==> src/rtl/alu_result_stage.sv <==
// ALU result stage: 2-entry result FIFO with a {V,N,Z} status register,
// condition-code evaluation and a saturating overflow-result counter.
module alu_result_stage #(
    parameter int W = 16
) (
    input  logic         clk,
    input  logic         reset_n,
    input  logic         in_valid,
    output logic         in_ready,
    input  logic [W-1:0] in_out,
    input  logic [2:0]   in_Z,
    input  logic         in_loads,
    output logic         out_valid,
    input  logic         out_ready,
    output logic [W-1:0] out_data,
    output logic [2:0]   status,
    input  logic [2:0]   cond_sel,
    output logic         cond_true,
    output logic [7:0]   ovf_count
);

    // Handshake: a transfer happens on a rising edge where valid and ready are
    // both 1; in_ready depends only on registered occupancy, never on out_ready.

    logic [W-1:0] mem_q [2];
    logic         wr_ptr_q, wr_ptr_d;
    logic         rd_ptr_q, rd_ptr_d;
    logic [1:0]   count_q, count_d;
    logic [2:0]   status_q, status_d;
    logic [7:0]   ovf_q, ovf_d;

    logic push;
    logic pop;
    logic flag_n, flag_v, flag_z, lt;

    assign in_ready  = (count_q != 2'd2);
    assign out_valid = (count_q != 2'd0);
    assign out_data  = mem_q[rd_ptr_q];
    assign status    = status_q;
    assign ovf_count = ovf_q;

    assign push = in_valid & in_ready;
    assign pop  = out_valid & out_ready;

    always_comb begin
        count_d  = count_q;
        wr_ptr_d = wr_ptr_q;
        rd_ptr_d = rd_ptr_q;
        status_d = status_q;
        ovf_d    = ovf_q;
        if (push && !pop) begin
            count_d = count_q + 2'd1;
        end else if (!push && pop) begin
            count_d = count_q - 2'd1;
        end
        if (push) begin
            wr_ptr_d = ~wr_ptr_q;
        end
        if (pop) begin
            rd_ptr_d = ~rd_ptr_q;
        end
        if (push && in_loads) begin
            status_d = in_Z;
        end
        // Overflow results are counted whether or not they load the flags.
        if (push && in_Z[2] && (ovf_q != 8'hFF)) begin
            ovf_d = ovf_q + 8'd1;
        end
    end

    always_ff @(posedge clk or negedge reset_n) begin
        if (!reset_n) begin
            mem_q[0] <= '0;
            mem_q[1] <= '0;
            wr_ptr_q <= 1'b0;
            rd_ptr_q <= 1'b0;
            count_q  <= 2'd0;
            status_q <= 3'b000;
            ovf_q    <= 8'd0;
        end else begin
            if (push) begin
                mem_q[wr_ptr_q] <= in_out;
            end
            wr_ptr_q <= wr_ptr_d;
            rd_ptr_q <= rd_ptr_d;
            count_q  <= count_d;
            status_q <= status_d;
            ovf_q    <= ovf_d;
        end
    end

    assign flag_v = status_q[2];
    assign flag_n = status_q[1];
    assign flag_z = status_q[0];
    assign lt     = flag_n ^ flag_v;

    always_comb begin
        cond_true = 1'b0;
        case (cond_sel)
            3'b000:  cond_true = 1'b1;
            3'b001:  cond_true = flag_z;
            3'b010:  cond_true = ~flag_z;
            3'b011:  cond_true = lt;
            3'b100:  cond_true = lt | flag_z;
            3'b101:  cond_true = ~lt;
            3'b110:  cond_true = ~lt & ~flag_z;
            default: cond_true = 1'b0;
        endcase
    end

endmodule
==> config.mk <==
export PLATFORM = sky130hd
export DESIGN_NAME = alu_result_stage
export DESIGN_NICKNAME = d
export VERILOG_FILES = /design/src/rtl/alu_result_stage.sv
export SDC_FILE = /design/constraint.sdc
export NUM_CORES = 1
export LEC_CHECK = 0
export ABC_AREA = 1
export BUFFER_PORTS_ARGS = -buffer_cell sky130_fd_sc_hd__buf_4
export CORE_AREA = 8 8 73 75
export CTS_CLUSTER_SIZE = 16
export DETAILED_ROUTE_END_ITERATION = 10
export DIE_AREA = 0 0 81 83
export PLACE_DENSITY = 0.9
export RECOVER_POWER = 50
export SLEW_MARGIN = 10
export SYNTH_ARGS = -nofsm -noshare
export SYNTH_HDL_FRONTEND = slang
export SYNTH_SLANG_ARGS = --single-unit
==> constraint.sdc <==
create_clock -name clk -period 3.2 [get_ports clk]
set_clock_uncertainty 0.2 [all_clocks]
set_input_delay 0.32 -clock clk [delete_from_list [all_inputs] [get_ports clk]]
set_output_delay 0.32 -clock clk [all_outputs]
set_load 0.01 [all_outputs]
# Word-level counts from Yosys, hierarchy flattened
# Cells that the tools add are included.
word_totals:
  ff_bits: 47
  latch_bits: 0
  ram_bits: 0
  romBits: 0
  in_bits: 27
  out_inout_bits: 30
  mem_count: 0
classes:
  n_addsub: 3
  n_mul: 0
  div_mod_pow: 0
  order_cmp: 3
  eq_ne: 8
  shift: 0
  n_mux: 9
  bitwise_logic: 11
  n_reduce_logical: 11
op_table:
  columns: ["cell", "count"]
  rows:
  - ["2-to-1 mux 16 bit", 4]
  - ["bitwise mux 32 bit", 1]
  - ["demux 16 bit (select 1 bit)", 1]
  - ["equality test 3 bit (second input constant)", 3]
  - ["adder 8 x 1 -> 8 bit (second input constant)", 1]
  - ["inequality test 8 bit (second input constant)", 1]
  - ["one-hot mux 1 bit (7 select lines)", 1]
  - ["equality test 3 x 2 -> 1 bit (second input constant)", 2]
  - ["logical AND 1 bit", 6]
  - ["greater-or-equal comparator 2 bit (second input constant)", 2]
  - ["2-to-1 mux 2 bit", 2]
  - ["NOT 1 bit", 4]
  - ["NOT 1 -> 2 bit", 2]
  - ["nonzero test 2 bit", 2]
  - ["bitwise AND 1 bit", 3]
  - ["equality test 3 x 1 -> 1 bit (second input constant)", 1]
  - ["logical NOT 3 bit", 1]
  - ["adder 2 x 1 -> 2 bit (second input constant)", 1]
  - ["logical NOT 1 bit", 2]
  - ["< comparator 2 x 1 -> 1 bit (second input constant)", 1]
  - ["inequality test 2 bit (second input constant)", 1]
  - ["subtractor 2 x 1 -> 2 bit (second input constant)", 1]
  - ["bitwise OR 1 bit", 1]
  - ["bitwise XOR 1 bit", 1]

# Logic depth before layout (Yosys ltp)
# Gate-level depths: netlist (run 1).
logic_depth:
  ltp_word: 6
  depth_mapped: 8

# Worst setup path before layout (run 1)
# OpenSTA, ideal clock, no wires.
synth_path:
  kind: "register to register"
  start: "register count_q[1]"
  end: "register count_q[1]"
  arrival_time_ps: 1328
  slack_ps: 1550
  path_stages_with_launch: 8
  n_path_buf: 0
  period_less_slack_ps: 1650
  cell_sequence: "dfrtp_1 -> inv_1 -> nand2_1 -> nand2_1 -> ha_1 -> nor2_1 -> nand2_1 -> xor2_1"
synth_via:
  elab_chain_cells: 5
synth_rtl:
  columns: ["element", "line_no", "rtl"]
  rows:
  - ["start, declared", "28", "logic [1:0] count_q, count_d;"]
  - ["start signal, assigned", "86", "count_q <= count_d;"]
  - ["nonzero test 2 bit *", "37", "assign out_valid = (count_q != 2'd0);"]
  - ["named net out_valid", "13", "output logic out_valid,"]
  - ["bitwise AND 1 bit *", "43", "assign pop = out_valid & out_ready;"]
  - ["logical NOT 1 bit", "51", "if (push && !pop) begin"]
  - ["logical AND 1 bit", "51", null]
  - ["2-to-1 mux 2 bit / nonzero test 2 bit (equally long branches)", null, null]
# The timed path passes the listed nets; every way through them passes the cells marked *. The select of a mux whose other input is x is not followed.
# A chain may end at the register's enable or synchronous reset.

# Worst setup path in the final report (run 1)
layout_path:
  start: "register rd_ptr_q"
  end: "output port out_data[6]"
layout_via:
  elab_chain_cells: 4
layout_rtl:
  columns: ["element", "line_no", "rtl"]
  rows:
  - ["start, declared", "27", "logic rd_ptr_q, rd_ptr_d;"]
  - ["start signal, assigned", "85", "rd_ptr_q <= rd_ptr_d;"]
  - ["NOT 1 -> 2 bit (not written as such)", "38", "assign out_data = mem_q[rd_ptr_q];"]
  - ["2-to-1 mux 16 bit (not written as such) (3 in series)", "38", null]
  - ["end, declared", "15", "output logic [W-1:0] out_data,"]
# Every way passes these cells. The select of a mux whose other input is x is not followed.

==> key figures, run 1 <==
STA
  – Final Critical Period: 2.527 ns
  – Slew HR: 24.30%
  – Final setup vio count: 0
  – Slew @ Worst Pin: 1.136 ns
  – Fin crit share: 78.98%
  – Fin. Hold Viols: 0
  – RSZ-0062 raised after global routing: no
  – Fmax achieved: 395.7 MHz
  – Max Slew Vio Count: 0
  – Final TNS setup: 0 ns

Worst setup path
  – Crit Path Class: reg2out
  – Worst r2r src: count_q[0]$_DFFE_PN0P_
  – Setup crit start: rd_ptr_q$_DFFE_PN0P_
  – Family with the most delay on the worst path: buffers and inverters
  – WP buf/inv: 2
  – Critical Path Stages: 4
  – Critical Path Max Stage Delay: 0.70 ns
  – Worst r2r path cells: 4
  – Startpoint types: flip-flop
  – Critical-path cell list: clkinv_1 > nand2_1 > nand2_1 > buf_4
  – Slowest CP cell: dfrtp_1
  – Worst path required time: 2.68 ns
  – Worst Setup End Kind: primary output
  – Worst path most repeated cell: nand2_1
  – CP Max Fanout: 17
  – Critical path arrival: 2.01 ns

GRT
  – GRT Resource Usage Total: 14.65%
  – First-pass GRT wire length: 8121 µm
  – Gr ovfl total: 0
  – Initial antenna violation count: 0
  – Vias in the first global route: 1874
  – Largest net degree at the start of global routing: 48

Hold path
  – Worst min path class: in2reg
  – Worst Hold Launch: in_Z[1]
  – Worst hold path depth: 3

Finish
  – # diodes: 0
  – Area Overhead vs Synth: 21.61%
  – Final instance area: 0.002824 mm²
  – Fillers: 363
  – # nets final: 371
  – Layout cells sized above 1: 21.87%
  – Fin util: 67.17%
  – Non-Filler Instances: 395

Drt
  – Iteration-0 DRC Markers: 164
  – Post-Route WL: 4907 µm
  – ANT nets after route: 0
  – Wire length per cell: 12.42 µm
  – Via count: 1908
  – Vias per Instance: 4.830
  – Post-route DRC: 0
  – DR pass1 iterations: 4

Clock network
  – Worst skew pair latency: 0.28 ns
  – Clock buffer count from CTS: 5
  – Clock Path Buffers: 2
  – CTS tree: done
  – Clock tree sinks: 47
  – Clock Tree Root: clkbuf_8
  – Reg clk slew, reported paths: 0.07 ns
  – Post_cts resized: 0
  – CTS H-tree lvls: 2

Placement
  – RePlAce Congestion: 0.8166
  – Port Buf Inserts: 56
  – DPL Wire Length: 3513 µm
  – # placed instances: 386
  – Post-DP Area: 0.002744 mm²

Synthesis
  – XOR/XNOR share of the synthesized area: 2.640%
  – Compound-Gate Fraction of Synth Area: 11.58%
  – Area share of the largest cell type after synthesis: 50.65%
  – Largest family of logic cells by synthesized area: simple AND/OR/NAND/NOR gates
  – Yosys cell types: 22
  – Yosys top cell by area: dfrtp_1
  – Post-synthesis net count: 316
  – Synth warnings: 0
  – Synth Area in Adders: 1.078%
  – Yosys reg bits: 47
  – Top cells by area, synth: dfrtp_1 51%, nand2_1 21%, o21ai_2 6.0%
  – Syn Std Cell Area: 0.002322 mm²
  – Post-synthesis sequential area ratio: 50.65%
  – Mux share of post-synthesis cell area: 0%
  – Post-Syn Instances: 287
  – Simple-Gate Fraction of Synth Area: 26.94%
  – Mapped Avg Cell Area: 8.091 µm²

Run status
  – Status: complete, no violations

Power
  – Lkg Pwr: 1.521 nW
  – Power, Total: 2.715 mW
  – Peak VDD IR: 0.5755 mV
  – PD cells: 961.4 mW/mm²

Floorplan
  – Initial Util: 55.24%
  – Core area: 0.004204 mm²
  – Die ar.: 0.006723 mm²
  – Placement Rows: 24
  – Die height: 83 µm
  – # IOs: 57
  – Die X: 81 µm

Flow run
  – MaxCap Viol Count: 0
==> repair_timing <==
item | in CTS | in global routing
hold buffers | 1 | 0
buffers inserted | 0 | 0
hold endpoints to repair | 47 | 0
==> cells in the mapped netlist, drive strengths merged <==
library cell,number
nand2,136
dfrtp,47
o21ai,36
inv,24
nor2,10
nand3,9
buf,7
xor2,4
clkbuf,3
xnor2,3
a21oi,2
ha,2
or2,2
a21boi,1
clkinv,1
==> through the flow <==
step / hold WS [ns] / setup WS (ns)
after floorplan: -0.1756 / 1.550
after global placement: 0.1573 / 1.033
after detailed placement: 0.1631 / 0.9729
after CTS: 0.06308 / 0.6596
after global routing: 0.06748 / 0.4309
final: 0.06761 / 0.6725
==> worst register-to-register path, stage by stage (launching register included) <==
cell and delay, ns:
dfrtp_1 0.37, inv_1 0.10, a21boi_0 0.59, nand2_2 0.51
o21ai_0 0.32
==> per-layer routing <==
metal / share of wire, % / track usage, % / vias to the layer above
li1: - / - / 992
met1: 43 / 16.82 / 874
met2: 51 / 25.69 / 40
met3: 4.7 / 3.556 / 2
met4: 0.90 / 4.390 / 0
met5: 0 / 0 / -
==> worst paths after layout <==
path | end | slack (ns)
worst max register to register | mem_q[2]$_DFFE_PN0P_ | 1.03
max in group asynchronous | rd_ptr_q$_DFFE_PN0P_ | 1.52
min in group asynchronous | ovf_count[2]$_DFFE_PN0P_ | 0.59
worst min register to register | mem_q[17]$_DFFE_PN0P_ | 0.29
worst max-delay path | out_data[6] | 0.67
worst min-delay path | status[1]$_DFFE_PN0P_ | 0.07
==> placed cells by master (no fill, tap or decap) <==
master         count
o21ai_2           16
or2_2              1
xnor2_1            3
o21ai_1            1
buf_4             45
dlygate4sd3_1      1
or2_1              1
nor2_1            10
clkbuf_1          12
nand2_1          131
o21ai_0           19
clkbuf_2           1
clkbuf_8           5
dfrtp_1           47
a21oi_1            2
nand2_2            5
nand3_1            9
xor2_1             4
a21boi_0           1
inv_1             24
clkinv_1           1
ha_1               2
bufinv_16          2
==> power by group <==
part           internal (mW)  switching (mW)
Combinational          0.505           0.656
Sequential             0.855           0.202
Clock                  0.312           0.185
==> logic make-up (layout without fill, tap and decap cells) <==
| kind of cell | count (synthesis) | in the layout |
|---|---|---|
| AO/OA/AOI/OAI | 39 | 39 |
| flip-flops | 47 | 47 |
| adder cells (fa/ha/maj) | 2 | 2 |
| AND/OR/NAND/NOR | 157 | 157 |
| buffers and inverters | 35 | 91 |
| XOR/XNOR | 7 | 7 |
==> state kept, by name, summed over array words and instances (netlist names) <==
register / count
mem_q: 32
rd_ptr_q: 1
ovf_count: 8
count_q: 2
wr_ptr_q: 1
status: 3
==> cell type report <==
type	instances	area, µm²	area share [%]
repair buffers	58	394.1	13.96
multi-input cells	205	962.2	34.07
inverters	25	93.84	3.323
well taps	52	65.06	2.304
clock buffers	6	72.57	2.570
clock inverters	2	60.06	2.127
flip-flops and latches	47	1176	41.65
(Power assumes the default switching activity.)
==> inputs of run 2 (changes only) <==
--- a/config.mk
+++ b/config.mk
@@ -5,13 +5,13 @@
 export SDC_FILE = /design/constraint.sdc
 export NUM_CORES = 1
 export LEC_CHECK = 0
-export ABC_AREA = 1
+export ABC_AREA = 0
 export BUFFER_PORTS_ARGS = -buffer_cell sky130_fd_sc_hd__buf_4
-export CORE_AREA = 8 8 73 75
+export CORE_AREA = 8 8 78 80
 export CTS_CLUSTER_SIZE = 16
 export DETAILED_ROUTE_END_ITERATION = 10
-export DIE_AREA = 0 0 81 83
-export PLACE_DENSITY = 0.9
+export DIE_AREA = 0 0 86 88
+export PLACE_DENSITY = 0.8
 export RECOVER_POWER = 50
 export SLEW_MARGIN = 10
 export SYNTH_ARGS = -nofsm -noshare
==> constraint.sdc (replaced) <==
create_clock -name clk -period 2.2 [get_ports clk]
set_clock_uncertainty 0.2 [all_clocks]
set_input_delay 0.22 -clock clk [delete_from_list [all_inputs] [get_ports clk]]
set_output_delay 0.22 -clock clk [all_outputs]
set_load 0.01 [all_outputs]
==> key figures, run 2 <==
Run status
  – Status: complete, no violations

Finish
  – # diodes: 0 (unchanged)
  – Fillers: 399 (+9.9%)
  – Top reg by flops: mem_q
  – Layout cells sized above 1: 49.58% (+28 points)
  – Commonest non-fill, non-tap cells in the layout: 47 x dfrtp_1, 46 x buf_4, 45 x mux2_2
  – # nets final: 264 (-29%)
  – Largest register FFs: 32 (unchanged)
  – Commonest non-fill, non-tap cell in the layout: dfrtp_1
  – Area Overhead vs Synth: 33.86%
  – Final instance area: 0.002958 mm² (+4.7%)

GRT
  – Initial antenna violation count: 0 (unchanged)
  – Gr ovfl total: 0 (unchanged)
  – Routing usage on met3: 4.409% (+0.85 points)
  – GRT Resource Usage Total: 13.25% (-1.4 points)
  – Top Usage Layer GRT: met2
  – Vias in the first global route: 1687 (-10%)
  – Met1 usage: 14.42% (-2.4 points)
  – Largest net degree at the start of global routing: 48 (unchanged)
  – Met2 Resource Use GR: 23.16% (-2.5 points)
  – First-pass GRT wire length: 7872 µm (-3.1%)

Floorplan
  – Die X: 86 µm (+6.2%)
  – # IOs: 57 (unchanged)
  – Die height: 88 µm (+6.0%)
  – Core area: 0.004912 mm² (+17%)
  – Initial Util: 44.98% (-10 points)
  – Die ar.: 0.007568 mm² (+13%)
  – Placement Rows: 26 (+8.3%)

Flow run
  – MaxCap Viol Count: 0 (unchanged)

Synthesis
  – Post-Syn Instances: 154 (-46%)
  – Post-synthesis sequential area ratio: 53.23% (+2.6 points)
  – Syn Std Cell Area: 0.002210 mm² (-4.8%)
  – Yosys top cell by area: dfrtp_1
  – Post-synthesis net count: 183 (-42%)
  – Most common cell in the netlist: dfrtp_1
  – Mapped Avg Cell Area: 14.35 µm² (+77%)
  – Synth warnings: 0 (unchanged)
  – Yosys cell types: 29 (+32%)
  – Synth top cells by count: 47 x dfrtp_1, 45 x mux2_2, 10 x mux2_4
  – Yosys reg bits: 47 (unchanged)
  – Post-synth EDFFs: 0 (unchanged)
  – Area share of the largest cell type after synthesis: 53.23% (+2.6 points)
  – Primary FF master, synth: dfrtp_1
  – Ys async rst share: 100.0% (unchanged)
  – Top cells by area, synth: dfrtp_1 53%, mux2_2 23%, mux2_4 6.8%

Worst setup path
  – Slowest CP cell: dfrtp_1
  – Critical Path Max Stage Delay: 0.42 ns (-0.28 ns)
  – Critical-path cell list: xnor2_1 > nor3b_1 > a21oi_1 > o221a_2 > buf_4
  – Worst path required time: 1.78 ns (-0.90 ns)
  – Crit Path Class: reg2out
  – CP Max Fanout: 4 (-13)
  – Startpoint types: flip-flop
  – Worst Setup End Kind: primary output
  – Critical path arrival: 1.54 ns (-0.47 ns)

Drt
  – Iteration-0 DRC Markers: 35 (-79%)
  – ANT nets after route: 0 (unchanged)
  – DR pass1 iterations: 4 (unchanged)
  – Post-route DRC: 0 (unchanged)
  – Post-Route WL: 4803 µm (-2.1%)
  – Wire length per cell: 15.70 µm (+26%)
  – Via count: 1502 (-21%)
  – Vias per Instance: 4.908 (+1.6%)

Power
  – Sequential Power Share: 37.7% (-1.2 points)
  – Switch Pwr: 1.407 mW (+35%)
  – Lkg Pwr: 1.338 nW (-12%)
  – Switching Fraction: 33.77% (-4.7 points)
  – Pint: 2.760 mW (+65%)
  – Clk network pwr share: 13.7% (-4.6 points)
  – PD cells: 1409 mW/mm² (+47%)
  – Logic pwr share: 48.5% (+5.7 points)
  – Peak VDD IR: 0.7401 mV (+29%)

Placement
  – Post-DP Area: 0.002705 mm² (-1.4%)
  – Pre-CTS WS: 0.3648 ns (-0.6081 ns)
  – RePlAce Congestion: 0.8643 (+5.8%)
  – DPL Wire Length: 3349 µm (-4.7%)
  – Port Buf Inserts: 56 (unchanged)

Clock network
  – Worst skew pair latency: 0.30 ns (+0.02 ns)
  – Reg clk slew, reported paths: 0.08 ns (about the same)
  – Clock Tree Root: clkbuf_8
  – Clock Path Buffers: 2 (unchanged)
  – Clock buffer count from CTS: 5 (unchanged)
  – Number of post-CTS setup repair buffers: 0 (unchanged)
  – Post_cts resized: 0 (unchanged)
  – CTS H-tree lvls: 2 (unchanged)
  – Clock tree sinks: 47 (unchanged)
  – CTS tree: done

Hold path
  – Worst min path class: in2reg

STA
  – Max Slew Vio Count: 0 (unchanged)
  – Slew @ Worst Pin: 1.131 ns (-0.004659 ns)
  – Fin crit share: 89.00%
  – Fin. Hold Viols: 0 (unchanged)
  – Final Critical Period: 1.958 ns
  – RSZ-0062 raised after global routing: no
  – Fmax achieved: 510.7 MHz
  – Setup ws final: 0.2420 ns (-0.4306 ns)
  – Slew HR: 24.61% (+0.31 points)
  – Final setup vio count: 0 (unchanged)
  – Final TNS setup: 0 ns (unchanged)
-- run 2: worst max-delay path: cells and delay by family (launching register included) --
| kind | cells | cell delay, ns |
|---|---|---|
| AO/OA/AOI/OAI | 2 | 0.31 |
| XOR/XNOR | 1 | 0.18 |
| buffers and inverters | 1 | 0.14 |
| flip-flops | 1 | 0.42 |
| AND/OR/NAND/NOR | 1 | 0.20 |
-- run 2: worst paths after layout --
kind / start / to / slack (ns) / cells past startpoint
worst max-delay path: status[1]$_DFFE_PN0P_ / cond_true / 0.24 / 5
max in group asynchronous: reset_n / ovf_count[0]$_DFFE_PN0P_ / 0.64 / 2
min in group asynchronous: reset_n / mem_q[14]$_DFFE_PN0P_ / 0.47 / 2
worst min register to register: count_q[1]$_DFFE_PN0P_ / count_q[1]$_DFFE_PN0P_ / 0.31 / 1
worst min-delay path: in_valid / wr_ptr_q$_DFFE_PN0N_ / 0.04 / 3
worst max register to register: count_q[0]$_DFFE_PN0P_ / mem_q[28]$_DFFE_PN0P_ / 0.29 / 4
-- run 2: power groups by stage --
stage | clock network (mW) | logic [mW] | registers, mW
finish | 0.572 | 2.02 | 1.57
global route | 0.623 | 2.19 | 1.63
CTS | 0.586 | 2.12 | 1.58
detailed placement | 0 | 2.09 | 1.59
global placement | 0 | 2.05 | 1.56
floorplan | 0 | 1.31 | 1.54
-- run 2: repair_timing --
action | 4_1_cts | 5_1_grt
setup endpoints to repair | 0 | 0
hold buffers | 20 | 0
hold endpoints to repair | 82 | 0
-- run 2: per-stage QoR --
step	power, mW	instances	hold slack [ns]	util [%]
after floorplan	2.848	154	-0.2756	-
after CTS	4.284	306	0.03045	61.26
final	4.167	306	0.04101	60.21
after global placement	3.608	278	0.06303	55.07
after detailed placement	3.675	278	0.06392	55.07
after global routing	4.449	306	0.05135	60.21
-- run 2: cell type report --
| type | instances | area [µm²] | share of cell area (%) |
|---|---|---|---|
| Clock buffer | 7 | 96.34 | 3.257 |
| Clock inverter | 1 | 7.507 | 0.2538 |
| Inverter | 1 | 5.005 | 0.1692 |
| Multi-Input combinational cell | 102 | 993.5 | 33.59 |
| Sequential cell | 47 | 1176 | 39.76 |
| Tap cell | 70 | 87.58 | 2.961 |
| Timing Repair Buffer | 78 | 591.8 | 20.01 |
-- run 2: cells by family (layout without fill, tap and decap cells) --
family	count (synthesis)	count (layout)	synth area share, %
AOI/OAI and AO/OA	8	8	2.661
xor gates and xnor gates	10	10	3.964
adders and majority gates	2	2	1.132
buffers and inverters	5	87	1.472
DFF	47	47	53.23
muxes	55	55	29.73
and+or+nand+nor	27	27	7.814
-- run 2: per-layer routing --
| layer | vias to the layer above | part of all wire, % |
|---|---|---|
| met1 | 744 | 42 |
| met4 | 0 | 1.7 |
| li1 | 713 | - |
| met3 | 7 | 5.8 |
| met5 | - | 0 |
| met2 | 38 | 50 |
